<file path="config.mk">
export PLATFORM = sky130hd
export DESIGN_NAME = load_store_unit
export DESIGN_NICKNAME = d
export VERILOG_FILES = /design/src/rtl/lsu_pkg.sv /design/src/rtl/load_extend.sv /design/src/rtl/load_store_unit.sv
export SDC_FILE = /design/constraint.sdc
export NUM_CORES = 1
export LEC_CHECK = 0
export ABC_AREA = 0
export CORE_ASPECT_RATIO = 1.1
export CORE_UTILIZATION = 47
export CTS_BUF_LIST = sky130_fd_sc_hd__clkbuf_2 sky130_fd_sc_hd__clkbuf_4 sky130_fd_sc_hd__clkbuf_8
export CTS_CLUSTER_SIZE = 40
export DETAILED_ROUTE_END_ITERATION = 10
export PLACE_DENSITY_LB_ADDON = 0.25
export SETUP_SLACK_MARGIN = 0.5
export SLEW_MARGIN = 30
export SYNTH_ARGS = -nofsm -noshare
export SYNTH_HDL_FRONTEND = slang
export SYNTH_SLANG_ARGS = --single-unit
</file>
<file path="constraint.sdc">
create_clock -name clk -period 2.6 [get_ports clk]
set_clock_uncertainty 0.2 [all_clocks]
set_input_delay 0.26 -clock clk [delete_from_list [all_inputs] [get_ports clk]]
set_output_delay 0.26 -clock clk [all_outputs]
set_load 0.01 [all_outputs]
</file>
<file path="src/rtl/lsu_pkg.sv">
// Shared definitions for the RV32I load/store unit: funct3 codes, FSM states,
// fault causes and the latched command record.
package lsu_pkg;

  localparam logic [2:0] F3_LB  = 3'b000;
  localparam logic [2:0] F3_LH  = 3'b001;
  localparam logic [2:0] F3_LW  = 3'b010;
  localparam logic [2:0] F3_LBU = 3'b100;
  localparam logic [2:0] F3_LHU = 3'b101;
  localparam logic [2:0] F3_SB  = 3'b000;
  localparam logic [2:0] F3_SH  = 3'b001;
  localparam logic [2:0] F3_SW  = 3'b010;

  localparam logic [1:0] CAUSE_NONE     = 2'd0;
  localparam logic [1:0] CAUSE_ILLEGAL  = 2'd1;
  localparam logic [1:0] CAUSE_MISALIGN = 2'd2;
  localparam logic [1:0] CAUSE_TIMEOUT  = 2'd3;

  typedef enum logic [1:0] {
    S_IDLE = 2'd0,
    S_REQ  = 2'd1,
    S_RESP = 2'd2,
    S_FIN  = 2'd3
  } lsu_state_t;

  typedef struct packed {
    logic        is_store;
    logic [2:0]  funct3;
    logic [31:0] addr;
    logic [4:0]  rd;
  } lsu_cmd_t;

  // Stores only have SB/SH/SW; loads additionally allow LBU/LHU.
  function automatic logic f3_illegal(input logic is_store, input logic [2:0] f3);
    if (is_store) f3_illegal = f3[2] | (f3 == 3'b011);
    else          f3_illegal = (f3 == 3'b011) | (f3 == 3'b110) | (f3 == 3'b111);
  endfunction

endpackage

</file>
<file path="src/rtl/load_extend.sv">
// Combinational load-data alignment: byte/half select from the read word and
// sign/zero extension to 32 bits.
module load_extend
  import lsu_pkg::*;
(
  input  logic [31:0] rdata,
  input  logic [1:0]  addr_lo,
  input  logic [2:0]  funct3,
  output logic [31:0] data
);

  logic [7:0]  sel_b;
  logic [15:0] sel_h;

  always_comb begin
    sel_b = rdata[7:0];
    case (addr_lo)
      2'd0: sel_b = rdata[7:0];
      2'd1: sel_b = rdata[15:8];
      2'd2: sel_b = rdata[23:16];
      2'd3: sel_b = rdata[31:24];
      default: sel_b = rdata[7:0];
    endcase
    // Halfword uses addr[1] only; addr[0] is ignored when not trapped.
    sel_h = addr_lo[1] ? rdata[31:16] : rdata[15:0];

    data = rdata;
    case (funct3)
      F3_LB:   data = {{24{sel_b[7]}}, sel_b};
      F3_LBU:  data = {24'd0, sel_b};
      F3_LH:   data = {{16{sel_h[15]}}, sel_h};
      F3_LHU:  data = {16'd0, sel_h};
      default: data = rdata;
    endcase
  end

endmodule

</file>
<file path="src/rtl/load_store_unit.sv">
// RV32I multi-cycle load/store stage with single-outstanding memory bus,
// bus timeout, and optional misalignment trap (LSU_MISALIGN_TRAP_EN).
module load_store_unit
  import lsu_pkg::*;
#(
  parameter int TIMEOUT_CYCLES = 255
) (
  input  logic        clk,
  input  logic        rst_n,
  input  logic        start,
  input  logic        is_store,
  input  logic [2:0]  funct3,
  input  logic [31:0] addr,
  input  logic [31:0] store_data,
  input  logic [4:0]  rd,
  output logic        mem_req,
  output logic        mem_we,
  output logic [31:0] mem_addr,
  output logic [3:0]  mem_wstrb,
  output logic [31:0] mem_wdata,
  input  logic        mem_ready,
  input  logic [31:0] mem_rdata,
  output logic [4:0]  wb_rd,
  output logic [31:0] wb_data,
  output logic        wb_write_enable,
  output logic        busy,
  output logic        done,
  output logic        fault,
  output logic [1:0]  fault_cause
);

  localparam logic [15:0] TO_LAST = 16'(TIMEOUT_CYCLES - 1);

  lsu_state_t  state, state_nxt;
  lsu_cmd_t    cmd_q;
  logic [31:0] rdata_q, wdata_q, wdata_d, ext_data;
  logic [3:0]  wstrb_q, wstrb_d;
  logic [15:0] cnt_q;
  logic [1:0]  cause_q, cause_d;
  logic        illegal, misalign, timeout_hit;

  // Decode of the incoming command, only meaningful while IDLE.
  always_comb begin
    illegal = f3_illegal(is_store, funct3);
`ifdef LSU_MISALIGN_TRAP_EN
    misalign = ((funct3[1:0] == 2'b01) & addr[0]) |
               ((funct3[1:0] == 2'b10) & (addr[1:0] != 2'b00));
`else
    misalign = 1'b0;
`endif
    cause_d = illegal ? CAUSE_ILLEGAL : (misalign ? CAUSE_MISALIGN : CAUSE_NONE);

    wstrb_d = 4'b0000;
    wdata_d = 32'd0;
    if (is_store) begin
      case (funct3)
        F3_SB: begin
          wstrb_d = 4'b0001 << addr[1:0];
          wdata_d = {4{store_data[7:0]}};
        end
        F3_SH: begin
          wstrb_d = 4'b0011 << {addr[1], 1'b0};
          wdata_d = {2{store_data[15:0]}};
        end
        F3_SW: begin
          wstrb_d = 4'b1111;
          wdata_d = store_data;
        end
        default: begin
          wstrb_d = 4'b0000;
          wdata_d = 32'd0;
        end
      endcase
    end
  end

  assign timeout_hit = !mem_ready && (cnt_q == TO_LAST);

  always_ff @(posedge clk or negedge rst_n) begin
    if (!rst_n) state <= S_IDLE;
    else        state <= state_nxt;
  end

  always_comb begin
    state_nxt = state;
    case (state)
      S_IDLE: if (start) state_nxt = (cause_d != CAUSE_NONE) ? S_FIN : S_REQ;
      S_REQ: begin
        if (mem_ready)        state_nxt = S_RESP;
        else if (timeout_hit) state_nxt = S_FIN;
      end
      S_RESP:  state_nxt = S_IDLE;
      S_FIN:   state_nxt = S_IDLE;
      default: state_nxt = S_IDLE;
    endcase
  end

  always_ff @(posedge clk or negedge rst_n) begin
    if (!rst_n) begin
      cmd_q   <= '0;
      rdata_q <= 32'd0;
      wdata_q <= 32'd0;
      wstrb_q <= 4'b0000;
      cnt_q   <= 16'd0;
      cause_q <= CAUSE_NONE;
    end else begin
      case (state)
        S_IDLE: if (start) begin
          cmd_q   <= '{is_store: is_store, funct3: funct3, addr: addr, rd: rd};
          wdata_q <= wdata_d;
          wstrb_q <= wstrb_d;
          cnt_q   <= 16'd0;
          cause_q <= cause_d;
        end
        S_REQ: begin
          if (mem_ready) rdata_q <= mem_rdata;
          else begin
            cnt_q <= cnt_q + 16'd1;
            if (timeout_hit) cause_q <= CAUSE_TIMEOUT;
          end
        end
        default: ;
      endcase
    end
  end

  load_extend u_ext (
    .rdata   (rdata_q),
    .addr_lo (cmd_q.addr[1:0]),
    .funct3  (cmd_q.funct3),
    .data    (ext_data)
  );

  // Bus and write-back outputs are decoded from the registered state so an
  // asynchronous reset clears them immediately.
  logic load_resp;
  assign load_resp       = (state == S_RESP) && !cmd_q.is_store;
  assign mem_req         = (state == S_REQ);
  assign mem_we          = mem_req && cmd_q.is_store;
  assign mem_addr        = {cmd_q.addr[31:2], 2'b00};
  assign mem_wstrb       = mem_req ? wstrb_q : 4'b0000;
  assign mem_wdata       = wdata_q;
  assign wb_rd           = load_resp ? cmd_q.rd : 5'd0;
  assign wb_data         = load_resp ? ext_data : 32'd0;
  assign wb_write_enable = load_resp && (cmd_q.rd != 5'd0);
  assign busy            = (state != S_IDLE);
  assign done            = (state == S_RESP) || (state == S_FIN);
  assign fault           = (state == S_FIN);
  assign fault_cause     = fault ? cause_q : CAUSE_NONE;

endmodule

</file>
* After elaboration in Yosys (flattened, before gate mapping)
Cells that the tools add are included.
** Storage, ports and cells
- Register bits :: 129
- Input bits :: 109
- Output and inout bits :: 113
- Logic and storage cells :: 80
** Operators by class
- $add $sub $neg :: 1
- Equal/unequal tests :: 19
- Shift operators :: 2
- Mux-type cells :: 24
- Bitwise gates (word level) :: 3
- Reduce and logical (&&, ||, !) cells :: 21
** Operators with widths (count)
- 32-bit one-hot mux with 4 select lines :: 1
- 32-bit one-hot mux with 3 select lines :: 1
- 32-bit two-way mux :: 2
- 16-bit two-way mux :: 3
- 16-bit one-hot mux with 2 select lines :: 1
- 8-bit one-hot mux with 4 select lines :: 1
- 16-bit by 1-bit adder with 16-bit output, second input constant :: 1
- 16-bit by 8-bit equality test with 1-bit output, second input constant :: 1
- 2-bit two-way mux :: 7
- 3-bit equality test, second input constant :: 4
- 4-bit one-hot mux with 3 select lines :: 1
- 2-bit equality test, second input constant :: 4
- 4-bit two-way mux :: 2
- 3-bit by 1-bit equality test with 1-bit output, second input constant :: 2
- 3-bit by 2-bit equality test with 1-bit output, second input constant :: 2
- 3-bit logical NOT :: 2
- 2-bit one-hot mux with 3 select lines :: 1
- 2-bit AND reduction :: 3
- 2-bit nonzero test :: 3
- 5-bit two-way mux :: 1
- 5-bit nonzero test :: 1
- 2-bit by 1-bit equality test with 1-bit output, second input constant :: 2
- 1-bit logical AND :: 4
- 2-bit logical NOT :: 2
- other kinds (13) :: 18

* Logic depth before layout (Yosys ltp)
Gate-level depths: netlist of run 1.
- Word-level depth :: 9
- Gate-level depth with buffers :: 7
- Gate-level depth less buffers :: 5

* Modules after synthesis
A second synthesis of run 1 with hierarchy kept.
** Second synthesis, totals
- Cells, all modules :: 718
- Area total of the unflattened synthesis :: 6705.2 sq um
** By module, submodules not included
- load_store_unit :: times used 1, cells each 607, area each 6037.0 sq um, sequential area each 3228.1 sq um
- load_extend :: times used 1, cells each 111, area each 668.1 sq um, sequential area each 0.0 sq um

* Worst setup path after synthesis of run 1
No wires, ideal clock.
- Kind :: register to output
- Start :: register cmd_q[37] (netlist name)
- End :: output port wb_data[2]
- Data arrival time :: 1552 ps
- Data required time :: 2140 ps
- Setup slack :: 588 ps
- Stages on the path, launching flop included :: 7
- Buffers on the path :: 2
- Cell sequence :: dfrtp_1 -> nand2b_1 -> buf_2 -> a21oi_1 -> buf_2 -> nor2_1 -> a211oi_1
** On the way
- Longest elaborated chain between the ends :: 3
- Elaborated cells on any way between the ends :: 6
- Classes of those cells :: eq/ne: 3; mux: 2; reduce/logical: 1
** Ends and longest elaborated chain
- start: declaration :: RTL line load_store_unit.sv:35 : lsu_cmd_t cmd_q;
- start signal: assignment :: RTL line load_store_unit.sv:109 : cmd_q <= '{is_store: is_store, funct3: funct3, addr: addr, rd: rd};
- 3-bit equality test (tied with other cells) :: RTL line load_extend.sv:28 : case (funct3)
- 32-bit one-hot mux with 4 select lines (*) :: RTL line load_extend.sv:28
- 32-bit two-way mux (*) :: RTL line load_store_unit.sv:144 : assign wb_data = load_resp ? ext_data : 32'd0;
- end: declaration :: RTL line load_store_unit.sv:24 : output logic [31:0] wb_data,
Mark *: on every way between the ends. The rest lies on a longest branch, timed or not.

* Worst setup path after layout of run 1
- Start :: register cmd_q[6] (netlist name)
- End :: output port wb_data[20]
** On the way
- Longest elaborated chain between the ends :: 4
- Elaborated cells on any way between the ends :: 8
- Classes of those cells :: eq/ne: 3; mux: 4; reduce/logical: 1
** Ends and longest elaborated chain
- 2-bit equality test (tied with other cells) :: RTL line load_extend.sv:17 : case (addr_lo)
- 8-bit one-hot mux with 4 select lines :: RTL line load_extend.sv:17
- 32-bit one-hot mux with 4 select lines (*) :: RTL line load_extend.sv:28
- 32-bit two-way mux (*) :: RTL line load_store_unit.sv:144
Marks and branches as above.

==> metrics, run 1 <==
status=finished, violations left; failing checks=negative setup slack; total grt overflow=0; die width=114 um; root buffer cell=clkbuf_8; non-filler cells, final=~1100; routed vias/inst=5.35; number of hold violations in the final report=0; dpl ws=-0.00980 ns; post-DR wirelength/cell=roughly 18 um; Pins Over Slew Limit=0; CP max FO=5; Reg clk slew, reported paths=0.07 ns; Die Area=14400 um^2; Worst setup EP type=output pin; CTS tree=built; most common cell after layout, fill and taps aside=nand2_1; post-synth top area share=49.5%; DRC errors left=0; RD Place Congestion=0.835; Pwr Density=1020 nW/um^2; CTS Buffer Depth=2; Worst Hold Class=primary input to asynchronous set/reset pin; post-synth design cell area=6520 um^2; Max IR drop VDD=0.000443 V; Area contributors post-synth=dfrtp_1, nand2_1, mux2_2, buf_4, mux2i_1; register share of total power=33.0%; Routed WL=19.6 mm; CTS sink count=129; Peak Freq=365 MHz; via count=5982; commonest cells after routing, fill and taps aside=nand2_1, clkdlybuf4s50_1, dfrtp_1; Area after DPL=between 8000 and 9000 um^2; Main synth FF type=dfrtp_1; Tmin final=between 2 and 3 ns; Critical Path Start Type=register; post-synthesis average cell area=between 9 and 10 um^2; Yosys warning total=0; sequential area share after synthesis=49.5%; fraction of registers with async set/reset=100%; max-cap violation count=0; All-Layer GR Usage=27.4%; internal power=6.32 mW; largest net degree at the start of global routing=60; I/O Buffers=around 220; Clock Power Share=16.9%; share of cells above drive strength 1=25.5%; nets=between 1000 and 1500; Synth area leader=dfrtp_1; first-pass GRT wire length=30.4 mm; TritonCTS Buffers=17; Core Util, Final=72.9%; Synth cell types=53; core region area=between 10000 and 15000 um^2; Mapped Cells=slightly below 700; 1st-iter DRT viols=289; Final Cell Area=about 9800 um^2; DP Wirelength=13.2 mm; Worst-Skew Late Latency=~0.45 ns; Arr. time, crit path=2.28 ns; post-route setup slack=-0.141 ns; die height=126 um; initial core utilization=48.8%; placed insts=1050; Ports=roughly 220; WP data required=2.14 ns; number of global-route vias before repair=6046; leakage power=4.53 nW; final setup fails=24; antenna diode count=0; RSZ-0062 raised after global routing=yes; row cnt=44; Switch Pwr=3.66 mW; Comb pwr share=50.0%; period utilisation layout=105%; Setup CP Type=register to output pin; initial antenna violation count=0; H-tree depth=4; Switching Share=approximately 37%; first drt pass iteration count=4; Yosys reg bits=129; total power=9.98 mW; Post-synth EDFFs=0; area grow syn2layout=49.5%; antenna-violating nets left=0
-- area by class of cell --
cell class / count / area [um^2]
Tap cell: 184 / 230
Clock buffer: 23 / 292
Sequential cell: 129 / 3230
Fill cell: 986 / 3630
Multi-Input combinational cell: 486 / 3080
Clock inverter: 7 / 85.1
Timing Repair Buffer: 280 / 2790
Inverter: 9 / 41.3
-- synth_stat cells (6+ instances only) --
cell	instances
dfrtp_1	129
o21ai_0	36
a21o_1	9
and2_1	12
a211oi_1	14
inv_1	9
buf_2	14
mux2_2	32
mux2i_1	18
nand2_1	189
nor2_1	35
a21oi_1	31
or2_2	6
o22ai_1	7
clkbuf_1	26
buf_4	33
nor2b_1	13
a22o_1	16
-- worst paths after layout --
kind,startpoint,end,slack [ns],cells after the start
max,cmd_q[6]$_DFFE_PN0P_,wb_data[20],-0.14,7
min,rst_n,rdata_q[21]$_DFFE_PN0P_,0.12,2
max reg2reg,state[0]$_DFFE_PN0P_,wstrb_q[1]$_DFFE_PN0P_,0.54,7
min reg2reg,mem_addr[17]$_DFFE_PN0P_,mem_addr[17]$_DFFE_PN0P_,0.27,2
max in group asynchronous,rst_n,mem_wdata[5]$_DFFE_PN0P_,1.39,3
min in group clk,rd[0],cmd_q[0]$_DFFE_PN0P_,0.14,3
-- state kept, by name, indices dropped and copies added, names as in the netlist --
signal and flops:
rdata_q 32, cause_q 2, cmd_q 11, cnt_q 16, wstrb_q 4, state 2
mem_wdata 32, mem_addr 30
-- stage by stage --
stage	setup TNS (ns)	hold WS, ns
after CTS	-1.73	0.117
final	-2.41	0.118
after global placement	0	0.0588
after global routing	-4.22	0.145
after detailed placement	-0.00980	0.0562
after floorplan	0	-0.236
-- routing by layer --
layer | part of all wire, % | vias up | wire, um | GRT usage, %
li1 | - | 2776 | - | -
met1 | 39 | 2924 | 7750 | 32.5
met2 | 52 | 243 | 10200 | 47.1
met3 | 6.0 | 39 | 1190 | 6.01
met4 | 2.6 | 0 | 512 | 12.4
met5 | 0 | - | 0 | 0
-- worst max-delay path, cell delays in order (launching register included) --
cell	delay [ns]
dfrtp_1	0.43
mux4_2	0.55
nor2b_4	0.16
o2111ai_4	0.24
buf_6	0.18
buf_6	0.11
nand2_2	0.05
buf_6	0.11
-- power groups by stage --
stage / combinational, mW / clock (mW) / sequential [mW]
CTS: 4.55 / 1.71 / 3.27
finish: 4.99 / 1.69 / 3.30
floorplan: 2.45 / 0 / 3.20
global placement: 3.96 / 0 / 3.23
global route: 5.35 / 1.80 / 3.38
detailed placement: 4.08 / 0 / 3.28
-- timing repair --
item | 4_1_cts | 5_1_grt
endpoints found under the setup margin | 49 | 56
pin swaps | 22 | 19
resized for setup | 251 | 83
gates cloned | 2 | 1
setup buffers | 27 | 7
endpoints found under the hold margin | 34 | 0
hold buffers | 1 | 0
-- cell families after synthesis --
family                     count (synthesis)  share of synthesized area (%)
other                                      1                         0.0575
DFF                                      129                           49.5
buffers and inverters                     82                           6.89
and+or+nand+nor                          290                           19.7
adders and majority gates                  2                          0.384
muxes                                     53                           8.98
AOI/OAI and AO/OA                        132                           13.5
xor gates and xnor gates                   7                          0.940
Note: power is estimated with default switching activity, not from simulation.
==> run 2, diff against run 1 <==
- CORE_UTILIZATION: 47 -> 51
- clock period: 2.6 -> 3.4 ns (I/O delays scaled with it)
==> run 2 against run 1 <==
The run now ends clean. Die area decreased by 7.7%. Non-clock buffer count shrank 27. Hold slack improved by 0.11 ns. Largest cell class unchanged.
==> metrics, run 2 (synthesized netlist as in run 1, its figures left out) <==
R2R Path Start=state[1]$_DFFE_PN0P_ (was state[0]$_DFFE_PN0P_); CP delay by family, top=buffers and inverters (was multiplexers); largest net degree at the start of global routing=60 (unchanged); Arr. time, crit path=2.37 ns (was 2.28 ns); antenna diode count=0 (unchanged); I/O Buffers=219 (unchanged); worst hold path startpoint=addr[12]; Ports=222 (unchanged); first drt pass iteration count=4 (unchanged); DP Wirelength=13.2 mm (about the same); Worst path max stage delay=0.47 ns (was 0.55 ns); RSZ-0062 raised after global routing=yes (unchanged); row cnt=42 (was 44); CTS Buffer Depth=2 (unchanged); All-Layer GR Usage=28.7% (was 27.4%); WP data required=2.86 ns (was 2.14 ns); number of global-route vias before repair=5829 (was 6046); Routed WL=19.0 mm (was 19.6 mm); number of hold violations in the final report=0 (unchanged); Die Area=13200 um^2 (was 14400 um^2); CTS sink count=129 (unchanged); Core Util, Final=76.4% (was 72.9%); initial core utilization=53.3% (was 48.8%); 1st-iter DRT viols=460 (was 289); share of cells above drive strength 1=14.1% (was 25.5%); max-cap violation count=0 (unchanged); Setup crit start=cmd_q[6]$_DFFE_PN0P_ (unchanged); nets=1007 (was 1034); critical path cell sequence=buf_8 > mux2_2 > nor2_1 > a31oi_1 > o221a_2 > clkdlybuf4s50_1 (was mux4_2 > nor2b_4 > o2111ai_4 > buf_6 > buf_6 > nand2_2 > buf_6); total grt overflow=0 (unchanged); Max IR drop VDD=0.000544 V (was 0.000443 V); DRC errors left=0 (unchanged); Reg clk slew, reported paths=0.07 ns (about the same); die height=121 um (was 126 um); final setup fails=0 (was 24); Worst Tran Pin Value=roughly 0.73 ns; TritonCTS Buffers=17 (unchanged); commonest cells after routing, fill and taps aside=nand2_1, clkdlybuf4s50_1, dfrtp_1 (unchanged); met1 Use GR=33.1% (was 32.5%); GRT met2 Usage=50.3% (was 47.1%); CTS tree=built (unchanged); CP max FO=19 (was 5); Worst Hold Class=primary input to register (was primary input to asynchronous set/reset pin); first-pass GRT wire length=28.7 mm (was 30.4 mm); Setup CP Type=register to output pin (unchanged); die width=110 um (was 114 um); leakage power=4.54 nW (was 4.53 nW); root buffer cell=clkbuf_8 (unchanged); busiest grt layer=met2 (unchanged); Tmin final=roughly 2.9 ns; Critical Path Start Type=register (unchanged); Worst-Skew Late Latency=0.43 ns (was 0.45 ns); via count=5882 (was 5982); antenna-violating nets left=0 (unchanged); H-tree depth=4 (unchanged); RD Place Congestion=0.878 (was 0.835); Worst setup EP type=output pin (unchanged); setup tns final=0 ns (was -2.41 ns); Slew headroom=between 50% and 60%; GRT met3 Usage=6.25% (was 6.01%); area grow syn2layout=43.3% (was 49.5%); hold_ws=0.225 ns (was 0.118 ns); status=finished clean (was finished, violations left); initial antenna violation count=0 (unchanged); Buf/Inv on CP=2 (was 3); routed vias/inst=5.53 (was 5.35); slowest CP cell=clkdlybuf4s50_1 (was mux4_2); Pins Over Slew Limit=0 (unchanged); Peak Freq=344 MHz; Pwr Density=778 nW/um^2 (was 1020 nW/um^2); period utilisation layout=between 80% and 90%; core region area=12200 um^2 (was 13400 um^2); post-DR wirelength/cell=17.9 um (was 17.6 um)
==> run 2: worst min-delay path, delay by kind of cell <==
kind / cells / cell delay [ns]
and+or+nand+nor: 2 / 0.09
buffers and inverters: 1 / 0.40
==> run 2: area by class of cell <==
type | instances | area, um^2
Fill cell | 854 | 2890
Multi-Input combinational cell | 486 | 2880
Clock inverter | 14 | 214
Timing Repair Buffer | 253 | 2550
Inverter | 9 | 37.5
Sequential cell | 129 | 3230
Clock buffer | 18 | 241
Tap cell | 154 | 193
==> run 2: stage by stage <==
| stage | cells | setup slack (ns) | cell area, um^2 | total power [mW] |
|---|---|---|---|---|
| 6_report | 1063 | 0.493 | 9350 | 7.28 |
| 5_1_grt | 1063 | 0.364 | 9350 | 7.70 |
| 4_1_cts | 1055 | 0.317 | 9240 | 7.15 |
| 3_5_place_dp | 1009 | 0.339 | 8610 | 5.53 |
| 3_3_place_gp | 1009 | 0.495 | 8610 | 5.40 |
| 2_1_floorplan | 697 | 1.31 | 6530 | 4.32 |
==> run 2: worst paths after layout <==
check,end,slack [ns],cells after the start
worst max-delay path,wb_data[6],0.49,6
worst min-delay path,mem_addr[12]$_DFFE_PN0P_,0.23,3
worst max register to register,mem_wdata[8]$_DFFE_PN0P_,1.26,5
worst min register to register,wstrb_q[3]$_DFFE_PN0P_,0.28,2
max in group asynchronous,state[0]$_DFFE_PN0P_,1.87,3
min in group asynchronous,rdata_q[30]$_DFFE_PN0P_,0.27,2
==> run 2: routing by layer <==
metal	wire, um	vias up	share of wire (%)
li1	-	2730	-
met4	565	0	3.0
met1	7170	2867	38
met3	1370	47	7.2
met2	9880	238	52
met5	0	-	0
==> run 2: where the power goes <==
| group | switching [mW] | internal [mW] |
|---|---|---|
| Combinational | 1.58 | 1.67 |
| Sequential | 0.446 | 2.10 |
| Clock | 0.608 | 0.879 |
| Total | 2.63 | 4.65 |
==> run 2: what timing repair did <==
item / CTS / global route
pin swaps: 3 / 2
cloned: 1 / 0
endpoints found under the hold margin: 48 / 0
setup endpoints to repair: 38 / 28
buffers inserted: 12 / 8
gates resized for setup: 25 / 37
hold buffers: 1 / 0
